**src/rtl/id_ex_stage.sv**
```systemverilog
// ---------------------------------------------------------------------------
// id_ex_stage
// ID/EX pipeline register with load-use hazard detection and writeback
// operand bypass.
//
// Each rising clk edge, the decode slot moves into the EX registers if it
// holds a real instruction that is neither squashed nor blocked by a
// load-use hazard. Otherwise a bubble, with every EX field zeroed, is
// inserted. The stall output is combinational and freezes PC and IF/ID in
// the same cycle that the hazard is seen.
//
// Ports
//   clk, rst                     pipeline clock, asynchronous active-high reset
//   id_valid                     decode slot holds a real instruction
//   id_pc, id_imm                decode PC, sign-extended immediate (32)
//   id_rs, id_rt, id_rd          source 1, source 2 and destination index (5)
//   id_rdata1, id_rdata2         register-file read data for id_rs / id_rt
//   id_reg_write, id_mem_read,
//   id_mem_write, id_alu_op      decode controls (alu op is 4 bits)
//   flush                        branch/jump squash of the decode slot
//   wb_enable_write,
//   wb_write_reg, wb_write_data  writeback port, used here for bypass
//   stall                        hold PC and IF/ID (combinational)
//   ex_*                         registered EX-stage copy of the decode slot
//   stall_count                  saturating count of load-use bubbles
// ---------------------------------------------------------------------------
module id_ex_stage (
   input  logic        clk,
   input  logic        rst,
   input  logic        id_valid,
   input  logic [31:0] id_pc,
   input  logic [31:0] id_imm,
   input  logic [4:0]  id_rs,
   input  logic [4:0]  id_rt,
   input  logic [4:0]  id_rd,
   input  logic [31:0] id_rdata1,
   input  logic [31:0] id_rdata2,
   input  logic        id_reg_write,
   input  logic        id_mem_read,
   input  logic        id_mem_write,
   input  logic [3:0]  id_alu_op,
   input  logic        flush,
   input  logic        wb_enable_write,
   input  logic [4:0]  wb_write_reg,
   input  logic [31:0] wb_write_data,
   output logic        stall,
   output logic        ex_valid,
   output logic        ex_reg_write,
   output logic        ex_mem_read,
   output logic        ex_mem_write,
   output logic [3:0]  ex_alu_op,
   output logic [31:0] ex_pc,
   output logic [31:0] ex_imm,
   output logic [31:0] ex_op1,
   output logic [31:0] ex_op2,
   output logic [4:0]  ex_rs,
   output logic [4:0]  ex_rt,
   output logic [4:0]  ex_rd,
   output logic [15:0] stall_count
);

   // Operand selection: register 0 always reads as zero; otherwise a
   // same-cycle writeback to the source index wins over the stale
   // register-file data. A nonzero idx matching wb_reg implies wb_reg != 0.
   function automatic logic [31:0] pick_operand(
      input logic [4:0]  idx,
      input logic [31:0] rdata,
      input logic        wb_en,
      input logic [4:0]  wb_reg,
      input logic [31:0] wb_data
   );
      logic [31:0] val;
      if (idx == 5'd0) begin
         val = 32'd0;
      end else if (wb_en && (wb_reg == idx)) begin
         val = wb_data;
      end else begin
         val = rdata;
      end
      return val;
   endfunction

   logic        hazard_s;
   logic        stall_s;
   logic        capture_s;
   logic [31:0] op1_s;
   logic [31:0] op2_s;

   logic        ex_valid_r;
   logic        ex_reg_write_r;
   logic        ex_mem_read_r;
   logic        ex_mem_write_r;
   logic [3:0]  ex_alu_op_r;
   logic [31:0] ex_pc_r;
   logic [31:0] ex_imm_r;
   logic [31:0] ex_op1_r;
   logic [31:0] ex_op2_r;
   logic [4:0]  ex_rs_r;
   logic [4:0]  ex_rt_r;
   logic [4:0]  ex_rd_r;
   logic [15:0] stall_count_r;

   // Hazard detection and capture decision; flush overrides hazard.
   always_comb begin
      hazard_s  = id_valid & ex_valid_r & ex_mem_read_r & (ex_rd_r != 5'd0) &
                  ((ex_rd_r == id_rs) | (ex_rd_r == id_rt));
      stall_s   = hazard_s & ~flush;
      capture_s = id_valid & ~flush & ~hazard_s;
   end

   // Bypassed operand values for the instruction being captured.
   always_comb begin
      op1_s = pick_operand(id_rs, id_rdata1, wb_enable_write, wb_write_reg, wb_write_data);
      op2_s = pick_operand(id_rt, id_rdata2, wb_enable_write, wb_write_reg, wb_write_data);
   end

   // ID/EX pipeline register: load the decode slot or insert an all-zero
   // bubble. A bubble clears ex_mem_read, so a load-use stall lasts one cycle.
   always_ff @(posedge clk or posedge rst) begin
      if (rst) begin
         ex_valid_r     <= 1'b0;
         ex_reg_write_r <= 1'b0;
         ex_mem_read_r  <= 1'b0;
         ex_mem_write_r <= 1'b0;
         ex_alu_op_r    <= 4'd0;
         ex_pc_r        <= 32'd0;
         ex_imm_r       <= 32'd0;
         ex_op1_r       <= 32'd0;
         ex_op2_r       <= 32'd0;
         ex_rs_r        <= 5'd0;
         ex_rt_r        <= 5'd0;
         ex_rd_r        <= 5'd0;
      end else if (capture_s) begin
         ex_valid_r     <= 1'b1;
         ex_reg_write_r <= id_reg_write;
         ex_mem_read_r  <= id_mem_read;
         ex_mem_write_r <= id_mem_write;
         ex_alu_op_r    <= id_alu_op;
         ex_pc_r        <= id_pc;
         ex_imm_r       <= id_imm;
         ex_op1_r       <= op1_s;
         ex_op2_r       <= op2_s;
         ex_rs_r        <= id_rs;
         ex_rt_r        <= id_rt;
         ex_rd_r        <= id_rd;
      end else begin
         ex_valid_r     <= 1'b0;
         ex_reg_write_r <= 1'b0;
         ex_mem_read_r  <= 1'b0;
         ex_mem_write_r <= 1'b0;
         ex_alu_op_r    <= 4'd0;
         ex_pc_r        <= 32'd0;
         ex_imm_r       <= 32'd0;
         ex_op1_r       <= 32'd0;
         ex_op2_r       <= 32'd0;
         ex_rs_r        <= 5'd0;
         ex_rt_r        <= 5'd0;
         ex_rd_r        <= 5'd0;
      end
   end

   // Saturating count of load-use bubbles (squashed hazards do not count).
   always_ff @(posedge clk or posedge rst) begin
      if (rst) begin
         stall_count_r <= 16'd0;
      end else if (stall_s && (stall_count_r != 16'hFFFF)) begin
         stall_count_r <= stall_count_r + 16'd1;
      end else begin
         stall_count_r <= stall_count_r;
      end
   end

   assign stall        = stall_s;
   assign ex_valid     = ex_valid_r;
   assign ex_reg_write = ex_reg_write_r;
   assign ex_mem_read  = ex_mem_read_r;
   assign ex_mem_write = ex_mem_write_r;
   assign ex_alu_op    = ex_alu_op_r;
   assign ex_pc        = ex_pc_r;
   assign ex_imm       = ex_imm_r;
   assign ex_op1       = ex_op1_r;
   assign ex_op2       = ex_op2_r;
   assign ex_rs        = ex_rs_r;
   assign ex_rt        = ex_rt_r;
   assign ex_rd        = ex_rd_r;
   assign stall_count  = stall_count_r;

endmodule

```
**config.mk**
```make
export PLATFORM = sky130hd
export DESIGN_NAME = id_ex_stage
export DESIGN_NICKNAME = d
export VERILOG_FILES = /design/src/rtl/id_ex_stage.sv
export SDC_FILE = /design/constraint.sdc
export NUM_CORES = 1
export LEC_CHECK = 0
export CORE_AREA = 5 5 143 131
export CTS_CLUSTER_DIAMETER = 100
export DETAILED_ROUTE_END_ITERATION = 8
export DIE_AREA = 0 0 148 136
export PLACE_DENSITY = 0.82
export SYNTH_ARGS = -nofsm -noshare
export SYNTH_HDL_FRONTEND = slang
export SYNTH_SLANG_ARGS = --single-unit
```
**constraint.sdc**
```tcl
create_clock -name clk -period 6.55 [get_ports clk]
set_clock_uncertainty 0.2 [all_clocks]
set_input_delay 0.655 -clock clk [delete_from_list [all_inputs] [get_ports clk]]
set_output_delay 0.655 -clock clk [all_outputs]
set_load 0.01 [all_outputs]
```
; Yosys cells after proc, flatten, opt, wreduce, memory -nomap -nowiden
; Index checks and enable logic that the tools add are counted.
; Widths: inputs -> output; s select.
[classes]
add_sub_neg = 1
n_mul = 0
div = 0
order_cmp = 0
n_eq_ne = 5
n_shift = 0
mux = 16
n_bitwise = 10
reduce_logical = 6
[op_table]
columns = cell, count
row1 = $mux 32, 8
row2 = $eq 5x5->1, 4
row3 = $add 16x1->16 const B, 1
row4 = $ne 16x16->1 const B, 1
row5 = $mux 5, 3
row6 = $logic_not 5->1, 2
row7 = $and 1x1->1, 7
row8 = $reduce_bool 5->1, 1
row9 = $mux 1, 4
row10 = $mux 4, 1
row11 = $logic_and 1x1->1, 3
row12 = $not 1->1, 2
row13 = $or 1x1->1, 1
[word_totals]
register_bits = 167
latchBits = 0
ram_bits = 0
rom_bits = 0
input_bits = 192
elab_cells = 51
memories = 0

; Logic depth before layout (Yosys ltp)
; Gate-level depths: netlist of run 1.
[depth]
depth_word = 7
ltp_mapped = 7
mapped_depth_nobuf = 6

; Worst setup path after synthesis of run 1
; OpenSTA, ideal clock, no wires.
[synth_timing]
kind = input port to output port
from = input id_rt[4]
to = output stall
arrival_ns = 1.428
t_required_ns = 5.695
setup_slack_ns = 4.267
cell_stages = 4
path_cell_list = xnor2_1 -> nand3_1 -> o22ai_4 -> and2_1
[synth_between]
elab_chain_cells = 4
[synth_rtl]
columns = element, line
row1 = "start, declared", 34  ; input logic [4:0] id_rt,
row2 = $eq 5x5->1, 106  ; ((ex_rd_r == id_rs) | (ex_rd_r == id_rt));
row3 = $or 1x1->1, 106
row4 = $and 1x1->1, 105  ; hazard_s = id_valid & ex_valid_r & ex_mem_read_r & (ex_rd_r != 5'd0) &
row5 = $and 1x1->1, 107  ; stall_s = hazard_s & ~flush;
row6 = "end, declared", 46  ; output logic stall,
; No other way between the ends.

; Worst setup path after layout of run 1
[layout_timing]
from = input id_rt[0]
to = output stall
; The elaborated chain is that of the path after synthesis.

==> metrics, run 1 <==
peak supply drop 168 µV; starting utilization of the core area 38.0%; TritonCTS buffer count 17; CTS tree yes; Post-Synthesis Net Count 704; number of levels in the clock H-tree 4; Layout fillers 1,328; Setup WS pre-CTS 2.82 ns; Ys Warns 0; all-layer global routing usage 20.4%; Syn-to-layout area delta 65.4%; count of endpoints failing hold in the final timing report 0; data required time at the worst endpoint 5.69 ns; via total after detailed routing 5,057; leakage component of the power 0.00457 µW; master cell of the clock root buffer sky130_fd_sc_hd__clkbuf_16; die span in x 148 µm; Final setup violation count 0; maximum clock rate 271 MHz; syn avg cell area 12.8 µm²; largest area contributor in the synthesized netlist sky130_fd_sc_hd__dfrtp_1; fraction of layout cells with a size suffix above 1 5.22%; Setup Crit Path Kind input pin to output pin; Main synth FF type sky130_fd_sc_hd__dfrtp_1; end of the critical path stall; minimum setup slack among reg-to-reg paths 3.92 ns; port buffer count 359; die footprint 20,100 µm²; worst max-slew margin expressed relative to the limit 26.7%; pin count of the biggest net entering global routing 104; total routed wirelength 20,800 µm; setup repair after global routing missed its margin no; largest cells by area after synthesis sky130_fd_sc_hd__dfrtp_1, sky130_fd_sc_hd__mux2i_1, sky130_fd_sc_hd__and2_1; sequential element share of the synthesized area 63.9%; Critical Path Start Type input pin; area fraction of the dominant cell type after synthesis 63.9%; instance area at placement 10,200 µm²; Gate Count Post-Synth 511; clock sinks 167; number of antenna violations at the first check in global routing 2; average routed wire per standard cell 18.9 µm; number of optimization iterations in the first detailed-route pass 4; Final Slew Violations 0; number of I/O pins 360; Max Root-Sink Buffers 2; result of the run completed; sum of negative setup slack 0 ns; Final period util 56.4%; cells on worst reg2reg path 6; Post-synth EDFFs 0; area of the core region 17,200 µm²; clock latency on the worst-skew pair 0.41 ns; summed area of non-filler cells in the final layout 10,800 µm²; worst path setup slack after routing 2.86 ns; vias in the first global route 5,321; GRT overflow 0; DRC errors left 0; Setup Buffers After CTS 0; post-layout power 2380 µW; max_cap viols 0; Max FO, Critical Path 19; data arrival time of the worst path 2.84 ns; vertical extent of the die 136 µm; asr flop ratio synth 100%; Post-CTS Hold Fix Bufs 0; destination of the worst register-to-register timing path ex_pc[6]$_DFF_PP0_; HP Start stall_count[9]$_DFFE_PP0P_; detailed-placement wirelength estimate 15,900 µm; origin of the worst setup path id_rt[0]; drt first-iter violations 199; standard-cell row count 46; count of instances resized after the clock tree is built 0; number of antenna-violating nets in the routed design 0; Tightest Pin Transition 1.10 ns; final period demand of the worst path 3.69 ns; net total in the final layout 1,061; total of flip-flops plus latches after synthesis 167; clock slew at the register clock pins of the worst setup and hold paths 0.06 ns; Hold Worst Slack 0.298 ns; post-DR vias/cell 4.61; synthesized cell area 6540 µm²; startpoint of the lowest-slack register-to-register path ex_rd[0]$_DFF_PP0_; Power Dens Cells 219 nW/µm²; crit end category output pin; worst hold path class flip-flop to flip-flop; number of library cell types mapped by synthesis 33; routability congestion estimate from global placement 0.857; first-pass GRT wire length 31,200 µm
-- worst min-delay path by stage --
stage,endpoint,depth (start not counted)
3_3_place_gp,stall_count[9]$_DFFE_PP0P_,1
6_report,stall_count[9]$_DFFE_PP0P_,1
3_5_place_dp,stall_count[9]$_DFFE_PP0P_,1
4_1_cts,stall_count[9]$_DFFE_PP0P_,1
5_1_grt,stall_count[9]$_DFFE_PP0P_,1
2_1_floorplan,stall_count[9]$_DFFE_PP0P_,1
-- cell usage after synthesis, types with 3 or more instances --
cell type	count
sky130_fd_sc_hd__buf_4	4
sky130_fd_sc_hd__nand4_1	12
sky130_fd_sc_hd__nor2_1	74
sky130_fd_sc_hd__nand2_1	6
sky130_fd_sc_hd__and2_1	87
sky130_fd_sc_hd__nor4_1	4
sky130_fd_sc_hd__buf_2	7
sky130_fd_sc_hd__xnor2_1	25
sky130_fd_sc_hd__and3_1	6
sky130_fd_sc_hd__mux2i_1	64
sky130_fd_sc_hd__clkbuf_1	4
sky130_fd_sc_hd__dfrtp_1	167
sky130_fd_sc_hd__buf_6	7
sky130_fd_sc_hd__nand3_1	10
sky130_fd_sc_hd__xor2_1	8
sky130_fd_sc_hd__buf_8	3
-- kinds of logic (layout without fill, tap and decap cells) --
family | Yosys count | after routing | share of synthesized area, %
AO/OA/AOI/OAI | 7 | 7 | 1.15
other | 0 | 1 | 0
adder cells (fa/ha/maj) | 1 | 1 | 0.191
buffers and inverters | 27 | 397 | 3.23
XOR/XNOR | 33 | 33 | 4.42
flip-flops | 167 | 167 | 63.9
AND/OR/NAND/NOR | 210 | 210 | 17.0
multiplexers | 66 | 66 | 10.1
-- metal layers --
metal | wire [µm] | track usage, %
met1 | 7500 | 22.1
met2 | 10900 | 36.7
met3 | 2050 | 8.27
met4 | 312 | 6.00
met5 | 20 | 0
-- stage by stage --
step | std cells | utilization (%)
final | 1098 | 62.9
after global routing | 1098 | 62.9
after CTS | 1097 | 62.9
after detailed placement | 1065 | 59.5
after global placement | 1065 | 59.5
after floorplan | 511 | -
-- layout by cell type, fill, tap and decap left out, types with 2 or more instances in the layout --
cell / n
sky130_fd_sc_hd__a211o_1: 2
sky130_fd_sc_hd__a31oi_1: 2
sky130_fd_sc_hd__and2_1: 87
sky130_fd_sc_hd__and3_1: 4
sky130_fd_sc_hd__and3_2: 2
sky130_fd_sc_hd__buf_4: 4
sky130_fd_sc_hd__clkbuf_16: 17
sky130_fd_sc_hd__clkdlybuf4s50_1: 359
sky130_fd_sc_hd__clkinv_2: 2
sky130_fd_sc_hd__clkinv_4: 3
sky130_fd_sc_hd__clkinvlp_4: 2
sky130_fd_sc_hd__dfrtp_1: 167
sky130_fd_sc_hd__inv_6: 4
sky130_fd_sc_hd__inv_8: 3
sky130_fd_sc_hd__mux2_2: 2
sky130_fd_sc_hd__mux2i_1: 64
sky130_fd_sc_hd__nand2_1: 6
sky130_fd_sc_hd__nand3_1: 10
sky130_fd_sc_hd__nand4_1: 12
sky130_fd_sc_hd__nor2_1: 74
sky130_fd_sc_hd__nor3_1: 2
sky130_fd_sc_hd__nor4_1: 4
sky130_fd_sc_hd__or4_1: 2
sky130_fd_sc_hd__xnor2_1: 25
sky130_fd_sc_hd__xor2_1: 8
-- report_power, final --
group | total [µW] | switching, µW | leakage, µW | internal, µW
logic | 318 | 122 | 0.00203 | 196
clock network | 977 | 431 | 0.000283 | 545
registers | 1080 | 12.6 | 0.00226 | 1070
-- flip-flops by register name, indices dropped and copies added, names as in the netlist --
name and cells:
ex_pc 32, ex_valid 1, stall_count 16, ex_mem_write 1, ex_rd 5, ex_op1 32, ex_imm 32, ex_alu_op 4
ex_rt 5, ex_reg_write 1, ex_rs 5, ex_op2 32, ex_mem_read 1
-- critical path, cell delays in order --
cell	delay, ns
sky130_fd_sc_hd__clkdlybuf4s50_1	0.61
sky130_fd_sc_hd__xnor2_1	0.16
sky130_fd_sc_hd__nand3_1	0.14
sky130_fd_sc_hd__o22ai_4	0.47
sky130_fd_sc_hd__and2_1	0.23
sky130_fd_sc_hd__clkdlybuf4s50_1	0.56
-- cell type report --
class                           count  area [µm²]  area share (%)
Antenna cell                        1        2.50          0.0231
Clock buffer                       18         439            4.06
Clock inverter                     14         141            1.31
Inverter                            2        12.5           0.116
Multi-Input combinational cell    317        2150            19.9
Sequential cell                   167        4180            38.6
Tap cell                          216         270            2.50
Timing Repair Buffer              363        3620            33.5
No activity file was read; power rests on OpenSTA's default activity.
==> run 2, diff against run 1 <==
- CORE_AREA: 5 5 143 131 -> 5 5 151 138
- DIE_AREA: 0 0 148 136 -> 0 0 156 143
- PLACE_DENSITY: 0.82 -> 0.78
- clock period: 6.55 -> 3.29 ns (I/O delays scaled with it)
==> run 2 against run 1 <==
Against the previous run: critical path type is now flip-flop to output pin; worst hold slack got worse by 0.12 ns; flip-flop and latch count unchanged; sequential share of layout area decreased by 0.45 points; setup slack got worse by 2.4 ns.
==> metrics, run 2 (same netlist as run 1, synthesis figures left out) <==
result of the run completed (unchanged); Final Slew Violations 0 (unchanged); master cell of the clock root buffer sky130_fd_sc_hd__clkbuf_16 (unchanged); crit end category output pin (unchanged); DRC errors left 0 (unchanged); vias in the first global route 5,580 (was 5,321); TritonCTS buffer count 17 (unchanged); Max Root-Sink Buffers 2 (unchanged); clock latency on the worst-skew pair 0.41 ns (about the same); maximum clock rate 355 MHz; port buffer count 359 (unchanged); peak supply drop 320 µV (was 168 µV); average routed wire per standard cell 19.0 µm (was 18.9 µm); Critical Path Start Type flip-flop (was input pin); drt first-iter violations 238 (was 199); most common library cell in the layout ignoring fill and taps sky130_fd_sc_hd__clkdlybuf4s50_1 (unchanged); clock slew at the register clock pins of the worst setup and hold paths 0.07 ns (was 0.06 ns); area of the core region 19,000 µm² (was 17,200 µm²); Syn-to-layout area delta 67.4% (was 65.4%); Setup Crit Path Kind flip-flop to output pin (was input pin to output pin); ANT cells 0 (was 1); clock sinks 167 (unchanged); Setup WS pre-CTS 0.590 ns (was 2.82 ns); number of antenna-violating nets in the routed design 0 (unchanged); all-layer global routing usage 19.1% (was 20.4%); data required time at the worst endpoint 2.76 ns (was 5.69 ns); CTS tree yes (unchanged); setup repair after global routing missed its margin no (unchanged); data arrival time of the worst path 2.29 ns (was 2.84 ns); fraction of layout cells with a size suffix above 1 5.53% (was 5.22%); worst path setup slack after routing 0.470 ns (was 2.86 ns); pin count of the biggest net entering global routing 97 (was 104); number of optimization iterations in the first detailed-route pass 6 (was 4); post-DR vias/cell 4.52 (was 4.61); Power Dens Cells 433 nW/µm² (was 219 nW/µm²); Final setup violation count 0 (unchanged); cells on worst reg2reg path 7 (was 6); post-layout power 4740 µW (was 2380 µW); Post-CTS Hold Fix Bufs 0 (unchanged); Final period util 85.7%; number of antenna violations at the first check in global routing 0 (was 2); net total in the final layout 1,066 (was 1,061); sum of negative setup slack 0 ns (unchanged); number of levels in the clock H-tree 4 (unchanged); count of endpoints failing hold in the final timing report 0 (unchanged); Tightest Pin Transition 0.586 ns (was 1.10 ns); die footprint 22,300 µm² (was 20,100 µm²); Max FO, Critical Path 6 (was 19); count of instances resized after the clock tree is built 0 (unchanged); commonest non-fill, non-tap cells in the layout sky130_fd_sc_hd__clkdlybuf4s50_1, sky130_fd_sc_hd__dfrtp_1, sky130_fd_sc_hd__and2_1 (unchanged); max_cap viols 0 (unchanged); detailed-placement wirelength estimate 16,300 µm (was 15,900 µm); worst hold path class input pin to asynchronous set/reset pin (was flip-flop to flip-flop); standard-cell row count 48 (was 46); worst max-slew margin expressed relative to the limit 60.9% (was 26.7%); die span in x 156 µm (was 148 µm); routability congestion estimate from global placement 0.795 (was 0.857); starting utilization of the core area 34.4% (was 38.0%); final period demand of the worst path 2.82 ns; leakage component of the power 0.00461 µW (was 0.00457 µW); first-pass GRT wire length 32,300 µm (was 31,200 µm); via total after detailed routing 5,137 (was 5,057); number of I/O pins 360 (unchanged); GRT overflow 0 (unchanged); Setup Buffers After CTS 0 (unchanged); total routed wirelength 21,600 µm (was 20,800 µm); vertical extent of the die 143 µm (was 136 µm)
[run 2: per-stage QoR]
| stage | std cells | area (µm²) | utilization (%) | hold WS (ns) |
|---|---|---|---|---|
| after CTS | 1136 | 10900 | 57.5 | 0.207 |
| after floorplan | 511 | 6550 | - | 0.258 |
| after global routing | 1136 | 10900 | 57.5 | 0.242 |
| after global placement | 1104 | 10400 | 54.5 | 0.303 |
| final | 1136 | 10900 | 57.5 | 0.183 |
| after detailed placement | 1104 | 10400 | 54.5 | 0.312 |
[run 2: critical path, cell delays in order, from the launching register on]
cell and delay, ns:
sky130_fd_sc_hd__dfrtp_1 0.50, sky130_fd_sc_hd__nor3_1 0.10, sky130_fd_sc_hd__a21oi_2 0.31, sky130_fd_sc_hd__and2b_1 0.19, sky130_fd_sc_hd__and2_1 0.20, sky130_fd_sc_hd__clkdlybuf4s50_1 0.57
[run 2: power breakdown]
part           switching, µW  total [µW]  internal [µW]
Sequential              25.6        2150           2120
Clock                    873        1940           1070
Combinational            248         646            398
[run 2: cell type report]
| cell class | instances | area [µm²] |
|---|---|---|
| Inverter | 2 | 11.3 |
| Timing Repair Buffer | 368 | 3720 |
| Fill cell | 1553 | 8090 |
| Sequential cell | 167 | 4180 |
| Multi-Input combinational cell | 317 | 2150 |
| Clock buffer | 19 | 433 |
| Clock inverter | 13 | 135 |
| Tap cell | 250 | 313 |
[run 2: per-layer routing]
metal  routed length (µm)  GRT usage (%)  share of wire [%]  vias up
li1                     -              -                  -     2396
met1                 7710           20.6                 36     2456
met2                11300           34.7                 52      258
met3                 2260           7.97                 10       27
met4                  350           4.97                1.6        0
met5                    0              0                  0        -
[run 2: path summary, 6_finish.rpt]
check	startpoint	to	slack, ns
min in group clk	id_alu_op[3]	ex_alu_op[3]$_DFF_PP0_	0.26
worst max register to register	ex_rd[0]$_DFF_PP0_	ex_op2[23]$_DFF_PP0_	1.09
worst min-delay path	rst	ex_rs[1]$_DFF_PP0_	0.18
worst min register to register	stall_count[9]$_DFFE_PP0P_	stall_count[9]$_DFFE_PP0P_	0.32
max in group asynchronous	rst	ex_pc[12]$_DFF_PP0_	2.20
worst max-delay path	ex_rd[1]$_DFF_PP0_	stall	0.47
==> run 3, diff against run 2 <==
- CORE_AREA: 5 5 151 138 -> 5 5 143 131
- DIE_AREA: 0 0 156 143 -> 0 0 148 136
- PLACE_DENSITY: 0.78 -> 0.82
- clock period: 3.29 -> 2.9 ns (I/O delays scaled with it)
==> run 3 against run 2 <==
Against the previous run: wire length fell by 3.1%; setup slack got worse by 0.21 ns; flip-flop and latch count unchanged; global-route usage rose by 1.7 points; critical endpoint unchanged; highest routed layer unchanged.
==> metrics, run 3 (same netlist as run 1, synthesis figures left out) <==
data required time at the worst endpoint 2.41 ns (was 2.76 ns); commonest non-fill, non-tap cells in the layout sky130_fd_sc_hd__clkdlybuf4s50_1, sky130_fd_sc_hd__dfrtp_1, sky130_fd_sc_hd__and2_1 (unchanged); sum of negative setup slack 0 ns (unchanged); most common library cell in the layout ignoring fill and taps sky130_fd_sc_hd__clkdlybuf4s50_1 (unchanged); starting utilization of the core area 38.0% (was 34.4%); Clock power frac 42.9% (was 41.0%); part of the total power dissipated in combinational logic 13.3% (was 13.6%); Setup Crit Path Kind flip-flop to output pin (unchanged); master cell of the clock root buffer sky130_fd_sc_hd__clkbuf_16 (unchanged); GRT overflow 0 (unchanged); clock latency on the worst-skew pair 0.41 ns (about the same); startpoint of the lowest-slack register-to-register path ex_rd[0]$_DFF_PP0_ (unchanged); reported net switching power 1310 µW (was 1150 µW); destination of the worst register-to-register timing path ex_rs[2]$_DFF_PP0_ (was ex_op2[23]$_DFF_PP0_); net total in the final layout 1,070 (was 1,066); fraction of layout cells with a size suffix above 1 6.07% (was 5.53%); peak supply drop 384 µV (was 320 µV); worst hold path class input pin to asynchronous set/reset pin (unchanged); detailed-placement wirelength estimate 16,100 µm (was 16,300 µm); fraction of power consumed by sequential logic 43.8% (was 45.4%); FF/Latch Area 4180 µm² (unchanged); die footprint 20,100 µm² (was 22,300 µm²); result of the run completed (unchanged); placed cell count 1,074 (was 1,104); most used routing layer in global routing met2 (unchanged); clock sinks 167 (unchanged); setup repair after global routing missed its margin no (unchanged); cells on worst reg2reg path 7 (unchanged); number of levels in the clock H-tree 4 (unchanged); pin count of the biggest net entering global routing 88 (was 97); ANT cells 0 (unchanged); Final setup violation count 0 (unchanged); all-layer global routing usage 20.8% (was 19.1%); instance area at placement 10,400 µm² (about the same); Final period util 90.9%; fraction of met3 tracks used by global routing 9.17% (was 7.97%); Hold Worst Slack 0.0615 ns (was 0.183 ns); maximum clock rate 379 MHz; met1 Use GR 22.9% (was 20.6%); total routed wirelength 21,000 µm (was 21,600 µm); crit end category output pin (unchanged); number of optimization iterations in the first detailed-route pass 4 (was 6); vertical extent of the die 136 µm (was 143 µm); drt first-iter violations 183 (was 238); post-layout power 5560 µW (was 4740 µW); number of antenna violations at the first check in global routing 0 (unchanged); standard-cell row count 46 (was 48); data arrival time of the worst path 2.15 ns (was 2.29 ns); die span in x 148 µm (was 156 µm); Syn-to-layout area delta 68.3% (was 67.4%); final instance count without filler cells 1,106 (was 1,136); clock slew at the register clock pins of the worst setup and hold paths 0.07 ns (about the same); via total after detailed routing 5,123 (was 5,137); Tightest Pin Transition 0.533 ns (was 0.586 ns); leakage component of the power 0.00465 µW (was 0.00461 µW); number of I/O pins 360 (unchanged); total internal power 4250 µW (was 3590 µW); worst max-slew margin expressed relative to the limit 64.4% (was 60.9%); number of antenna-violating nets in the routed design 0 (unchanged); CTS tree yes (unchanged); port buffer count 359 (unchanged); Max FO, Critical Path 4 (was 6); Post-CTS Hold Fix Bufs 0 (unchanged); vias in the first global route 5,387 (was 5,580); Critical Path Start Type flip-flop (unchanged); count of instances resized after the clock tree is built 0 (unchanged); Power Dens Cells 505 nW/µm² (was 433 nW/µm²); Layout fillers 1,321 (was 1,553); TritonCTS buffer count 17 (unchanged); Setup Buffers After CTS 0 (unchanged); count of endpoints failing hold in the final timing report 0 (unchanged); post-DR vias/cell 4.63 (was 4.52); area of the core region 17,200 µm² (was 19,000 µm²); Final Slew Violations 0 (unchanged); minimum setup slack among reg-to-reg paths 0.80 ns (was 1.09 ns); max_cap viols 0 (unchanged); routability congestion estimate from global placement 0.781 (was 0.795); DRC errors left 0 (unchanged); fraction of met2 tracks used by global routing 37.4% (was 34.7%); area of the multi-input gates 2150 µm² (unchanged); Max Root-Sink Buffers 2 (unchanged); average routed wire per standard cell 19.0 µm (about the same); final period demand of the worst path 2.64 ns; proportion of total power due to net switching 23.5% (was 24.2%); first-pass GRT wire length 31,800 µm (was 32,300 µm); summed area of non-filler cells in the final layout 11,000 µm² (was 10,900 µm²)
==> run 3: worst max-delay path: stages (launching register included) <==
cell and delay [ns]:
sky130_fd_sc_hd__dfrtp_1 0.46, sky130_fd_sc_hd__xnor2_1 0.20, sky130_fd_sc_hd__nand3_1 0.14, sky130_fd_sc_hd__o22ai_4 0.20
sky130_fd_sc_hd__and2_1 0.19, sky130_fd_sc_hd__clkdlybuf4s50_1 0.55
==> run 3: layout make-up <==
| class | count | area share [%] |
|---|---|---|
| clock inverter | 14 | 1.73 |
| tap | 216 | 2.45 |
| clock buffer | 18 | 3.90 |
| timing repair buffer | 372 | 34.3 |
| sequential | 167 | 38.0 |
| multi-input combinational | 317 | 19.6 |
| inverter | 2 | 0.102 |
==> run 3: layer usage <==
layer  share of wire (%)  up-vias
met2                  52      205
met5                   0        -
met1                  36     2486
li1                    -     2410
met4                 1.4        0
met3                 9.6       22
==> run 3: metrics by stage <==
stage / setup slack [ns] / util (%)
after floorplan: 0.283 / -
after detailed placement: 0.268 / 60.4
after global routing: 0.135 / 64.0
after global placement: 0.278 / 60.4
after CTS: 0.214 / 64.0
final: 0.264 / 64.0
==> run 3: power by group through the flow <==
stage / registers [µW] / clock network [µW] / logic [µW]
after CTS: 2440 / 2440 / 751
final: 2440 / 2390 / 738
after global routing: 2450 / 2550 / 795
after floorplan: 2530 / 0 / 191
after global placement: 2480 / 0 / 738
after detailed placement: 2480 / 0 / 746
==> run 3: how the worst max path moves through the flow <==
stage / to / startpoint
after floorplan: ex_alu_op[0]$_DFF_PP0_ / rst
after CTS: stall / ex_rd[0]$_DFF_PP0_
after detailed placement: stall / id_rt[2]
final: stall / ex_rd[0]$_DFF_PP0_
after global routing: stall / ex_rd[0]$_DFF_PP0_
after global placement: stall / id_rt[2]
